===== config.mk =====
export PLATFORM = sky130hd
export DESIGN_NAME = bin2seg_scan
export DESIGN_NICKNAME = d
export VERILOG_FILES = /design/src/rtl/bin2seg_scan.sv
export SDC_FILE = /design/constraint.sdc
export NUM_CORES = 1
export LEC_CHECK = 0
export BUFFER_PORTS_ARGS = -buffer_cell sky130_fd_sc_hd__buf_2
export CORE_ASPECT_RATIO = 0.75
export CORE_MARGIN = 1
export CORE_UTILIZATION = 30
export DETAILED_ROUTE_END_ITERATION = 8
export PLACE_DENSITY = 0.56
export SLEW_MARGIN = 20
export SYNTH_ARGS = -nofsm -noshare
export SYNTH_HDL_FRONTEND = slang
export SYNTH_SLANG_ARGS = --single-unit

===== constraint.sdc =====
create_clock -name clk -period 2.1 [get_ports clk]
set_input_delay 0.21 -clock clk [delete_from_list [all_inputs] [get_ports clk]]
set_output_delay 0.21 -clock clk [all_outputs]
set_load 0.05 [all_outputs]

===== src/rtl/bin2seg_scan.sv =====
// bin2seg_scan: serial double-dabble binary-to-BCD converter driving a multiplexed,
// active-low seven-segment display with leading-zero blanking and overflow dashes.
module bin2seg_scan #(
   parameter int WIDTH    = 8,
   parameter int DIGITS   = 3,
   parameter int SCAN_DIV = 50000,
   parameter int LZ_BLANK = 1
) (
   input  logic                  clk,
   input  logic                  rst,
   input  logic                  start,
   input  logic [WIDTH-1:0]      bin,
   output logic                  busy,
   output logic                  done,
   output logic                  ovf,
   output logic [4*DIGITS-1:0]   bcd,
   output logic [6:0]            seg,
   output logic [DIGITS-1:0]     an
);
   localparam int BW = 4*DIGITS;
   localparam int SW = BW + WIDTH;
   localparam int CW = $clog2(WIDTH);
   localparam int PW = $clog2(SCAN_DIV);
   localparam int IW = DIGITS > 1 ? $clog2(DIGITS) : 1;
   typedef enum logic [1:0] {IDLE, SHIFT, DONE} state_t;
   state_t          state_q, state_d;
   logic [SW-1:0]   sr_q, sr_d;
   logic [CW-1:0]   cnt_q, cnt_d;
   logic            acc_q, acc_d;
   logic            busy_q, busy_d, done_q, done_d, ovf_q, ovf_d;
   logic [BW-1:0]   bcd_q, bcd_d;
   logic [PW-1:0]   pre_q, pre_d;
   logic [IW-1:0]   idx_q, idx_d;
   logic [6:0]      seg_q, seg_d;
   logic [DIGITS-1:0] an_q, an_d, hi_zero;
   logic [BW-1:0]   adj;
   logic [SW-1:0]   shifted;
   logic [3:0]      digit;
   logic            blank, z, wrap;
   function automatic logic [6:0] enc(input logic [3:0] d);
      case (d)
         4'd0:    enc = 7'b0000001;
         4'd1:    enc = 7'b1001111;
         4'd2:    enc = 7'b0010010;
         4'd3:    enc = 7'b0000110;
         4'd4:    enc = 7'b1001100;
         4'd5:    enc = 7'b0100100;
         4'd6:    enc = 7'b0100000;
         4'd7:    enc = 7'b0001111;
         4'd8:    enc = 7'b0000000;
         default: enc = 7'b0001100;
      endcase
   endfunction
   // add-3 correction on every nibble, then shift the whole {bcd,bin} register
   always_comb begin
      adj = sr_q[SW-1:WIDTH];
      for (int i = 0; i < DIGITS; i++)
         adj[4*i +: 4] = adj[4*i +: 4] >= 4'd5 ? adj[4*i +: 4] + 4'd3 : adj[4*i +: 4];
      shifted = {adj, sr_q[WIDTH-1:0]} << 1;
   end
   always_comb begin
      state_d = state_q;
      sr_d    = sr_q;
      cnt_d   = cnt_q;
      acc_d   = acc_q;
      busy_d  = 1'b0;
      done_d  = 1'b0;
      ovf_d   = ovf_q;
      bcd_d   = bcd_q;
      case (state_q)
         IDLE: if (start) begin
            state_d = SHIFT;
            sr_d    = {{BW{1'b0}}, bin};
            cnt_d   = '0;
            acc_d   = 1'b0;
            busy_d  = 1'b1;
         end
         SHIFT: begin
            sr_d   = shifted;
            cnt_d  = cnt_q + 1'b1;
            acc_d  = acc_q | adj[BW-1];
            busy_d = 1'b1;
            if (cnt_q == CW'(WIDTH-1)) begin
               state_d = DONE;
               busy_d  = 1'b0;
               bcd_d   = shifted[SW-1:WIDTH];
               ovf_d   = acc_q | adj[BW-1];
            end
         end
         DONE: begin
            state_d = IDLE;
            done_d  = 1'b1;
         end
         default: state_d = IDLE;
      endcase
   end
   // hi_zero[i]: digit i and every digit above it are zero
   always_comb begin
      z = 1'b1;
      hi_zero = '0;
      for (int i = DIGITS-1; i >= 0; i--) begin
         z = z & (bcd_q[4*i +: 4] == 4'd0);
         hi_zero[i] = z;
      end
      wrap  = pre_q == PW'(SCAN_DIV-1);
      pre_d = wrap ? '0 : pre_q + 1'b1;
      idx_d = wrap ? (idx_q == IW'(DIGITS-1) ? '0 : idx_q + 1'b1) : idx_q;
      digit = 4'(bcd_q >> {idx_q, 2'b00});
      blank = LZ_BLANK != 0 && idx_q != '0 && (hi_zero >> idx_q) != '0 && hi_zero[idx_q];
      seg_d = ovf_q ? 7'b1111110 : blank ? 7'b1111111 : enc(digit);
      an_d  = ~(DIGITS'(1) << idx_q);
   end
   always_ff @(posedge clk or posedge rst) begin
      if (rst) begin
         state_q <= IDLE;
         sr_q    <= '0;
         cnt_q   <= '0;
         acc_q   <= 1'b0;
         busy_q  <= 1'b0;
         done_q  <= 1'b0;
         ovf_q   <= 1'b0;
         bcd_q   <= '0;
         pre_q   <= '0;
         idx_q   <= '0;
         seg_q   <= 7'b0000001;
         an_q    <= ~DIGITS'(1);
      end else begin
         state_q <= state_d;
         sr_q    <= sr_d;
         cnt_q   <= cnt_d;
         acc_q   <= acc_d;
         busy_q  <= busy_d;
         done_q  <= done_d;
         ovf_q   <= ovf_d;
         bcd_q   <= bcd_d;
         pre_q   <= pre_d;
         idx_q   <= idx_d;
         seg_q   <= seg_d;
         an_q    <= an_d;
      end
   end
   assign busy = busy_q;
   assign done = done_q;
   assign ovf  = ovf_q;
   assign bcd  = bcd_q;
   assign seg  = seg_q;
   assign an   = an_q;
endmodule


# ---- Yosys cells after proc, flatten, opt, wreduce, memory -nomap -nowiden
# Memories as Yosys holds them, arrays and structs flattened.
# Index checks and enable logic that the tools add are counted.
dict set report word_totals {
  register_bits 69
  latchBits 0
  mem_bits_rw 0
  romBits 112
  in_bits 11
  output_inout_bits 25
  elab_cells 71
  memories 1
}
dict set report op_classes {
  n_addsub 6
  n_mul 0
  div 0
  magnitude_cmp 4
  n_eq_ne 7
  shift 3
  muxes 22
  n_bitwise 4
  n_reduce_logical 12
}
# name depth width read_ports rd_ports_with_merged_regs write_ports line_no
set mem_list {}
lappend mem_list {{(name not given)} 16 7 1 0 0 41} ;# case (d)
# operator count
set op_table {}
lappend op_table {{20-bit one-hot mux with 2 select lines} 1}
lappend op_table {{20-bit 2-to-1 mux} 1}
lappend op_table {{16-bit by 1-bit adder with 16-bit output (second input constant)} 1}
lappend op_table {{16-bit equality test (second input constant)} 1}
lappend op_table {{16-bit 2-to-1 mux} 1}
lappend op_table {{7-bit 2-to-1 mux} 2}
lappend op_table {{4-bit by 2-bit adder with 4-bit output (second input constant)} 3}
lappend op_table {{4-bit by 3-bit greater-or-equal comparator with 1-bit output (second input constant)} 3}
lappend op_table {{4-bit logical NOT} 3}
lappend op_table {{4-bit 2-to-1 mux} 3}
lappend op_table {{12-bit by 4-bit >> shifter with 4-bit output} 1}
lappend op_table {{2-bit 2-to-1 mux} 3}
lappend op_table {{3-bit one-hot mux with 2 select lines} 1}
lappend op_table {{2-bit AND reduction} 3}
lappend op_table {{1-bit 2-to-1 mux} 5}
lappend op_table {{2-bit equality test (second input constant)} 2}
lappend op_table {{2-bit inequality test (second input constant)} 2}
lappend op_table {{1-bit one-hot mux with 2 select lines} 2}
lappend op_table {{2-bit one-hot mux with 2 select lines} 1}
lappend op_table {{2-bit nonzero test} 2}
lappend op_table {{3-bit by 1-bit adder with 3-bit output (second input constant)} 1}
lappend op_table {{3-bit equality test (second input constant)} 1}
lappend op_table {{2-bit by 3-bit < comparator with 1-bit output (second input constant)} 1}
lappend op_table {{3-bit 2-to-1 mux} 1}
lappend op_table {{11 further kinds} 13}

# ---- Longest topological paths before layout
# Gate-level depths: netlist of run 1.
dict set report depth {
  word_depth 9
  mapped_depth 8
  mapped_depth_nobuf 7
}

# ---- Least setup slack after synthesis of run 1
# No wires, ideal clock.
dict set report synth_timing {
  path_kind {flip-flop to flip-flop}
  startpoint {register bcd_q[4] (netlist: bcd[4])}
  endpoint {register seg_q[5] (netlist: seg[5])}
  setup_time_ps 121
  t_arrival_ps 1652
  required_time_ps 1979
  path_slack_ps 327
  path_stages_with_launch 6
  path_buffers 0
  period_less_slack_ps 1773
  path_cell_list {dfrtp_1 mux2i_1 o2bb2ai_1 inv_1 ha_1 a22o_1}
}
dict set report synth_via {
  elab_chain_len 9
}
# item line_no
set synth_lines {}
lappend synth_lines {{start: declaration} 31} ;# logic [BW-1:0] bcd_q, bcd_d;
lappend synth_lines {{start signal: assignment} 122} ;# bcd_q <= '0;
lappend synth_lines {{start signal: assignment} 135} ;# bcd_q <= bcd_d;
lappend synth_lines {{branches (longest 7 deep; another with memory 16 x 7 bit)} --}
lappend synth_lines {{7-bit 2-to-1 mux (*) (2 in series)} 110} ;# seg_d = ovf_q ? 7'b1111110 : blank ? 7'b1111111 : enc(digit);
lappend synth_lines {{named net seg_d[5]} 34} ;# logic [6:0] seg_q, seg_d;
lappend synth_lines {{end signal: assignment} 138} ;# seg_q <= seg_d;
lappend synth_lines {{end: declaration} 34}
# Mark *: on every way through the listed nets, which the timed path passes. The select of a mux whose other input is x is not followed.
# A chain may end at the register's enable or synchronous reset.

# ---- Worst setup path after layout of run 1
dict set report layout_timing {
  startpoint {register idx_q[0]}
  endpoint {register seg_q[1] (netlist: seg[1])}
}
dict set report layout_via {
  elab_chain_len 6
}
# item line_no
set layout_lines {}
lappend layout_lines {{start: declaration} 33} ;# logic [IW-1:0] idx_q, idx_d;
lappend layout_lines {{start signal: assignment} 137} ;# idx_q <= idx_d;
lappend layout_lines {{branches (longest 4 deep; another with memory 16 x 7 bit)} --}
lappend layout_lines {{7-bit 2-to-1 mux (*) (2 in series)} 110}
lappend layout_lines {{named net seg_d[1]} 34}
# Marks and branches as above.

==> results.yml, run 1 <==
run_status:
  status: "completed"
global_routing:
  grt_max_degree: 27
  grt_pass1_vias: 2380
  grt_antenna_before_repair: 0
  grt_use_total: 0.137
  grt_first_pass_wirelength_um: 12000
  overflow: 0
cells_and_area:
  final_common_cell: "dfrtp_1"
  stdcell_count: 495
  num_antenna_cells: 0
  drive_gt1_frac: 0.228
  final_nets: 379
  final_cell_area_um2: 4040
  area_delta_synth_final_pct: 20.9
  final_util: 0.382
  final_cell_mix: "66 x dfrtp_1, 35 x buf_2, 34 x nand2_1, 33 x o21ai_0"
synth:
  synthMuxAreaShare: 0.0779
  async_flop_share: 1.00
  ys_types: 52
  synth_edf_count: 0
  yosysTopAreaCellShare: 0.495
  ys_seq_elements: 69
  synth_nets: 332
  synth_top_family_by_area: "simple AND/OR/NAND/NOR gates"
  syn_area_per_cell_um2: 10.9
  yosysWarnings: 0
  synthAdderAreaFrac: 0.0525
  syn_inst: 307
  synth-seq-area-share: 0.518
  synth_area_leaders: "dfrtp_1 49%, ha_1 5.2%, mux2i_1 5.1%"
  synth_top_flop_cell: "dfrtp_1"
  synth-xor-area-share: 0.0341
  synth_area_um2: 3340
  synth_compound_area_frac: 0.132
  synth_simple_gate_area_frac: 0.146
  yosysTopAreaCell: "dfrtp_1"
timing:
  tns_ns: 0
  setup_viol: 0
  holdWs_ns: 0.121
  slew_violations: 0
  max_slew_margin: 0.628
  period_share: 0.880
  rsz0062_at_grt: "no"
  fin_ws_ns: 0.253
  worst_slew_pin_slew_ns: 0.551
  period_needed_ns: 1.85
  max_freq_ghz: 0.541
  hold_violations: 0
  worst_clock_skew_ns: 0.00714
critical_path:
  crit_family: "simple AND/OR/NAND/NOR gates"
  path_class: "register to register"
  critPathArrivalTime_ns: 2.08
  regToRegSetupSlack_ns: 0.25
  cp-start-kind: "register"
  critPathMaxFanout: 8
  crit_required_ns: 2.33
  end_kind: "register"
  cp_num_buf_inv: 1
  critPathMaxStageDelay_ns: 0.47
  crit_slowest_cell: "dfrtp_1"
  cp_cell_sequence: "and2b_4 -> o2bb2ai_1 -> inv_1 -> ha_1 -> and2_1 -> o31ai_1"
power:
  pwr-share-seq: 0.341
  swShare: 0.408
  p_comb_frac: 0.395
  vdd_ir_drop_max_v: 0.00127
  intPower_mw: 3.63
  finalPower_mw: 6.13
  p_leak_nw: 1.87
  power_density_nw_per_um2: 1520
  clockPowerShare: 0.263
  p_sw_mw: 2.50
die:
  die_h_um: 93.4
  io_pins: 36
  num_rows: 32
  design.core.area_um2: 10600
  die-area_um2: 11600
  start_util: 0.316
  dieWidth_um: 124
placed_design:
  numPlacedInstances: 478
  gp_congestion: 0.831
  dp_hpwl_um: 5090
  place_area_um2: 3710
  pre_cts_ws_ns: 0.299
  place.port_buffers: 35
cts:
  cts.clk_slew.worst_paths_ns: 0.06
  clock_latency_ns: 0.33
  cts_root_buffer: "clkbuf_16"
  cts_sinks: 69
  htreeDepth: 3
  cts_buffers: 9
  clockBufferDepth: 2
  tritoncts: "built"
route:
  post_drt_wl_per_cell_um: 14.3
  vias_per_cell: 4.74
  drc_errors: 0
  routed_wl_um: 7090
  vias: 2345
  first_iter_violations: 103
  ant_nets: 0
  firstDrtPassIters: 4
run:
  drv_cap: 0
hold_path:
  min_path_type: "input port to register"
[worst register-to-register path: stages, from the launching register on]
cell,delay [ns]
dfrtp_1,0.47
and2b_4,0.34
o2bb2ai_1,0.21
inv_1,0.14
ha_1,0.22
and2_1,0.13
o31ai_1,0.23
[synthesized netlist by cell type (all sizes together), types with 3 or more instances]
cell,count
a21oi,7
mux2i,17
xor2,5
buf,5
nor3b,4
a22o,6
nand3,5
nor2,16
clkbuf,5
ha,14
dfrtp,66
mux2,8
dfstp,3
o41ai,3
a2bb2oi,5
nor3,9
xnor2,8
inv,18
nand2,34
nand2b,5
nor2b,3
o21ai,33
[power by group through the flow]
stage | sequential [mW] | combinational [mW] | clock, mW
global route | 2.15 | 2.66 | 1.70
CTS | 2.09 | 2.45 | 1.65
finish | 2.09 | 2.42 | 1.61
global placement | 2.11 | 2.37 | 0
floorplan | 2.61 | 1.28 | 0
detailed placement | 2.11 | 2.44 | 0
[final timing paths]
path	startpoint	endpoint	cells after the start
hold reg to reg	sr_q[4]$_DFFE_PP0P_	sr_q[4]$_DFFE_PP0P_	2
min in group asynchronous	rst	sr_q[6]$_DFFE_PP0P_	3
hold / removal	bin[0]	sr_q[0]$_DFFE_PP0P_	3
setup reg to reg	idx_q[0]$_DFFE_PP0N_	seg[1]$_DFF_PP0_	6
setup / recovery	idx_q[0]$_DFFE_PP0N_	seg[1]$_DFF_PP0_	6
max in group asynchronous	rst	an[2]$_DFF_PP1_	4
[cell type report]
| type | count | area (µm²) |
|---|---|---|
| Clock buffer | 10 | 229 |
| Clock inverter | 6 | 87.6 |
| Fill cell | 1086 | 6530 |
| Inverter | 18 | 67.6 |
| Multi-Input combinational cell | 210 | 1480 |
| Sequential cell | 69 | 1730 |
| Tap cell | 136 | 170 |
| Timing Repair Buffer | 46 | 273 |
[sequential cells by signal, indices dropped and copies added (netlist names)]
name / flops
busy: 1
sr_q: 20
idx_q: 2
cnt_q: 3
state_q: 2
pre_q: 16
ovf: 1
bcd: 12
an: 3
acc_q: 1
seg: 7
done: 1
[cell families after synthesis]
family | Yosys count
AND/OR/NAND/NOR | 91
flip-flops | 69
AO/OA/AOI/OAI | 67
XOR/XNOR | 13
adder cells (fa/ha/maj) | 14
buffers and inverters | 28
multiplexers | 25
[per-layer routing]
layer / track usage / up-vias / part of all wire
met5: 0 / - / 0
met4: 0.0392 / 0 / 0.010
met3: 0.0470 / 8 / 0.031
met2: 0.201 / 23 / 0.45
met1: 0.190 / 1141 / 0.51
li1: - / 1173 / -
[repair_timing]
action                                 CTS  global route
endpoints found under the hold margin   18             0
hold buffers                             1             0
setup buffers                            0             0
resized for setup                        0             0
No activity file was read; power rests on OpenSTA's default activity.
==> run 2, diff against run 1 <==
--- a/config.mk
+++ b/config.mk
@@ -8,10 +8,10 @@
 export BUFFER_PORTS_ARGS = -buffer_cell sky130_fd_sc_hd__buf_2
 export CORE_ASPECT_RATIO = 0.75
 export CORE_MARGIN = 1
-export CORE_UTILIZATION = 30
+export CORE_UTILIZATION = 55
 export DETAILED_ROUTE_END_ITERATION = 8
-export PLACE_DENSITY = 0.56
-export SLEW_MARGIN = 20
+export PLACE_DENSITY = 0.85
+export SLEW_MARGIN = 0
 export SYNTH_ARGS = -nofsm -noshare
 export SYNTH_HDL_FRONTEND = slang
 export SYNTH_SLANG_ARGS = --single-unit
==> results.yml, run 2 (synthesis results as in run 1) <==
cells_and_area:
  final_cell_mix: "66 x dfrtp_1, 35 x buf_2, 34 x nand2_1, 33 x o21ai_0"
  largest_register_ff_count: 20
  area_delta_synth_final_pct: 14.6
  final_cell_area_um2: 3830
  num_antenna_cells: 0
  fillers: 461
  top_register: "sr_q"
  final_common_cell: "dfrtp_1"
  drive_gt1_frac: 0.221
  final_nets: 377
  stdcell_count: 435
die:
  start_util: 0.573
  die-area_um2: 6390
  die_h_um: 69.5
  design.core.area_um2: 5830
  num_rows: 24
  io_pins: 36
  dieWidth_um: 92.0
timing:
  max_slew_margin: 0.631
  setup_viol: 0
  period_share: 0.881
  worst_clock_skew_ns: 0.00702
  slew_violations: 0
  worst_slew_pin_slew_ns: 0.553
  holdWs_ns: 0.105
  tns_ns: 0
  fin_ws_ns: 0.249
  rsz0062_at_grt: "no"
  hold_violations: 0
  period_needed_ns: 1.85
  max_freq_ghz: 0.540
hold_path:
  min_path_type: "input port to register"
placed_design:
  dp_hpwl_um: 4880
  place.port_buffers: 35
  gp_congestion: 0.838
  pre_cts_ws_ns: 0.298
  place_area_um2: 3620
  numPlacedInstances: 418
critical_path:
  critPathArrivalTime_ns: 2.06
  regToRegSetupSlack_ns: 0.25
  critPathMaxFanout: 8
  cp-start-kind: "register"
  path_class: "register to register"
  end_kind: "register"
  crit_required_ns: 2.31
route:
  vias: 2411
  firstDrtPassIters: 4
  routed_wl_um: 6690
  ant_nets: 0
  first_iter_violations: 123
  drc_errors: 0
  vias_per_cell: 5.54
  post_drt_wl_per_cell_um: 15.4
cts:
  cts.clk_slew.worst_paths_ns: 0.07
  tritoncts: "built"
  cts_resized: 0
  clock_latency_ns: 0.34
  cts_buffers: 9
  post_cts_buffers: 0
  cts_sinks: 69
  htreeDepth: 3
  cts_root_buffer: "clkbuf_8"
  clockBufferDepth: 2
global_routing:
  grt_max_degree: 36
  grt_use_total: 0.234
  use_met2: 0.357
  overflow: 0
  grt_antenna_before_repair: 0
  grt_pass1_vias: 2364
  grt_first_pass_wirelength_um: 11400
  use_met1: 0.322
  use_met3: 0.0691
  grt.busiest_layer: "met2"
run_status:
  status: "completed"
power:
  power_density_nw_per_um2: 1450
  vdd_ir_drop_max_v: 0.000954
  p_leak_nw: 1.80
run:
  drv_cap: 0
==> run 2: cell count changes in the layout (fill, tap and decap cells not counted), sizes merged <==
cell,before,now
buf,45,43
bufinv,2,1
clkbuf,10,12
clkinv,4,2
clkinvlp,0,1
==> run 2: critical path: stages (launching register included) <==
cell and delay (ns):
dfrtp_1 0.51, mux2i_1 0.27, a2bb2oi_1 0.40, inv_1 0.12
ha_1 0.22, nor2_1 0.11, o31ai_1 0.09
==> run 2: cell type report <==
class | count | area [µm²] | area share
multi-input cells | 210 | 1480 | 0.387
clock inverters | 4 | 47.5 | 0.0124
inverters | 18 | 67.6 | 0.0177
clock buffers | 12 | 145 | 0.0379
well taps | 78 | 97.6 | 0.0255
repair buffers | 44 | 258 | 0.0674
flip-flops and latches | 69 | 1730 | 0.452
==> run 2: path summary, 6_finish.rpt <==
kind / startpoint / endpoint / cells after the start
setup reg to reg: idx_q[0]$_DFFE_PP0N_ / seg[1]$_DFF_PP0_ / 6
max in group asynchronous: rst / an[2]$_DFF_PP1_ / 4
min in group asynchronous: rst / bcd[2]$_DFFE_PP0P_ / 3
setup / recovery: idx_q[0]$_DFFE_PP0N_ / seg[1]$_DFF_PP0_ / 6
hold / removal: bin[0] / sr_q[0]$_DFFE_PP0P_ / 3
hold reg to reg: sr_q[5]$_DFFE_PP0P_ / sr_q[5]$_DFFE_PP0P_ / 2
==> run 2: what timing repair did <==
item / in CTS / in global routing
hold buffers: 1 / 0
endpoints found under the hold margin: 23 / 0
setup endpoints to repair: 0 / 0
==> run 2: power by group <==
| group | switching, mW | internal [mW] | leakage, nW |
|---|---|---|---|
| sequential | 0.344 | 1.74 | 0.871 |
| combinational | 1.59 | 0.832 | 0.833 |
| clock | 0.476 | 0.578 | 0.0964 |
==> run 2: stage by stage <==
stage | utilization | power [mW]
global placement | 0.622 | 4.39
finish | 0.657 | 5.56
floorplan | - | 3.89
global route | 0.657 | 5.93
CTS | 0.657 | 5.59
detailed placement | 0.622 | 4.52
==> run 2: metal layers <==
metal	routed length, µm	share of wire
met4	88	0.013
met5	0	0
met3	340	0.051
met1	3150	0.47
met2	3110	0.46
==> run 3, diff against run 2 <==
--- a/config.mk
+++ b/config.mk
@@ -5,7 +5,7 @@
 export SDC_FILE = /design/constraint.sdc
 export NUM_CORES = 1
 export LEC_CHECK = 0
-export BUFFER_PORTS_ARGS = -buffer_cell sky130_fd_sc_hd__buf_2
+export BUFFER_PORTS_ARGS = -buffer_cell sky130_fd_sc_hd__buf_4
 export CORE_ASPECT_RATIO = 0.75
 export CORE_MARGIN = 1
 export CORE_UTILIZATION = 55
==> results.yml, run 3 (synthesis results as in run 1) <==
critical_path:
  critPathArrivalTime_ns: 2.12
  crit_slowest_cell: "dfrtp_1"
  critPathMaxFanout: 8
  crit_family: "compound AO/OA/AOI/OAI gates"
  end_kind: "register"
  crit_required_ns: 2.31
  cp-start-kind: "register"
  path_class: "register to register"
  crit_path_frequent_cell: "mux2i_1"
  cp_num_buf_inv: 1
  regToRegSetupSlack_ns: 0.19
  critPathMaxStageDelay_ns: 0.50
  cp_cell_sequence: "mux2i_1 -> a2bb2oi_1 -> ha_1 -> inv_1 -> mux2i_1 -> a32oi_1"
die:
  io_pins: 36
  design.core.area_um2: 5830
  die_h_um: 69.5
  start_util: 0.573
  die-area_um2: 6390
  dieWidth_um: 92.0
  num_rows: 24
route:
  firstDrtPassIters: 4
  post_drt_wl_per_cell_um: 15.8
  routed_wl_um: 6870
  ant_nets: 0
  drc_errors: 0
  first_iter_violations: 157
  vias_per_cell: 5.60
  vias: 2438
cells_and_area:
  drive_gt1_frac: 0.221
  area_delta_synth_final_pct: 17.6
  final_nets: 377
  num_antenna_cells: 0
  final_cell_mix: "66 x dfrtp_1, 42 x buf_4, 34 x nand2_1, 33 x o21ai_0"
  top_register: "sr_q"
  final_common_cell: "dfrtp_1"
  largest_register_ff_count: 20
global_routing:
  grt_antenna_before_repair: 0
  grt_use_total: 0.240
  overflow: 0
  grt_max_degree: 30
  grt_first_pass_wirelength_um: 11700
  grt_pass1_vias: 2431
run_status:
  status: "completed"
placed_design:
  place.port_buffers: 35
  dp_hpwl_um: 4700
  gp_congestion: 0.845
power:
  power_density_nw_per_um2: 1480
  vdd_ir_drop_max_v: 0.00107
  p_leak_nw: 1.83
cts:
  postCtsHoldBufs: 1
  post_cts_buffers: 0
  cts_resized: 0
  tritoncts: "built"
  cts_root_buffer: "clkbuf_8"
  clockBufferDepth: 2
  clock_latency_ns: 0.34
  cts_sinks: 69
  cts.clk_slew.worst_paths_ns: 0.07
  htreeDepth: 3
  cts_buffers: 9
timing:
  rsz0062_at_grt: "no"
  tns_ns: 0
  period_share: 0.909
  setup_viol: 0
  hold_violations: 0
  max_slew_margin: 0.609
  worst_clock_skew_ns: 0.00879
  max_freq_ghz: 0.524
  period_needed_ns: 1.91
  holdWs_ns: 0.115
  worst_slew_pin_slew_ns: 0.579
  slew_violations: 0
run:
  drv_cap: 0
hold_path:
  min_path_type: "input port to register"
run 3: changes by cell type in the layout (fill, tap and decap cells not counted), sizes merged:
cell,previous run,this run
bufinv,1,2
clkbuf,12,11
clkinv,2,3
clkinvlp,1,0
run 3: path summary, 6_finish.rpt:
kind / start / to / cells after the start
max: idx_q[0]$_DFFE_PP0N_ / seg[2]$_DFF_PP0_ / 6
min: bin[0] / sr_q[0]$_DFFE_PP0P_ / 3
max reg2reg: idx_q[0]$_DFFE_PP0N_ / seg[2]$_DFF_PP0_ / 6
min reg2reg: sr_q[4]$_DFFE_PP0P_ / sr_q[4]$_DFFE_PP0P_ / 2
max in group asynchronous: rst / an[2]$_DFF_PP1_ / 4
min in group asynchronous: rst / pre_q[2]$_DFF_PP0_ / 3
run 3: through the flow:
| stage | cell area [µm²] | setup slack (ns) | power (mW) | cells | utilization |
|---|---|---|---|---|---|
| after floorplan | 3340 | 0.155 | 3.89 | 307 | - |
| after global placement | 3710 | 0.375 | 4.52 | 418 | 0.637 |
| after detailed placement | 3710 | 0.290 | 4.61 | 418 | 0.637 |
| after CTS | 3930 | 0.232 | 5.82 | 435 | 0.674 |
| after global routing | 3930 | 0.0843 | 6.15 | 435 | 0.674 |
| final | 3930 | 0.191 | 5.80 | 435 | 0.674 |
run 3: power breakdown:
part | total, mW | leakage [nW] | switching (mW) | internal, mW
combinational | 2.55 | 0.857 | 1.61 | 0.941
clock | 1.16 | 0.107 | 0.493 | 0.664
sequential | 2.10 | 0.871 | 0.357 | 1.74
run 3: final cells by class:
type / count / area (µm²)
repair buffers: 44 / 345
flip-flops and latches: 69 / 1730
clock buffers: 11 / 131
well taps: 78 / 97.6
inverters: 18 / 67.6
fillers: 433 / 1900
clock inverters: 5 / 75.1
multi-input cells: 210 / 1480
run 3: tightest hold or removal path: cells and delay by family:
family / cells / cell delay [ns]
AOI/OAI and AO/OA: 1 / 0.06
buffers and inverters: 2 / 0.15
run 3: metal layers:
| metal | vias to the layer above | part of all wire | track usage |
|---|---|---|---|
| met1 | 1188 | 0.47 | 0.321 |
| met5 | - | 0 | 0 |
| met3 | 10 | 0.048 | 0.0833 |
| met4 | 0 | 0.013 | 0.0781 |
| li1 | 1171 | - | - |
| met2 | 69 | 0.47 | 0.370 |
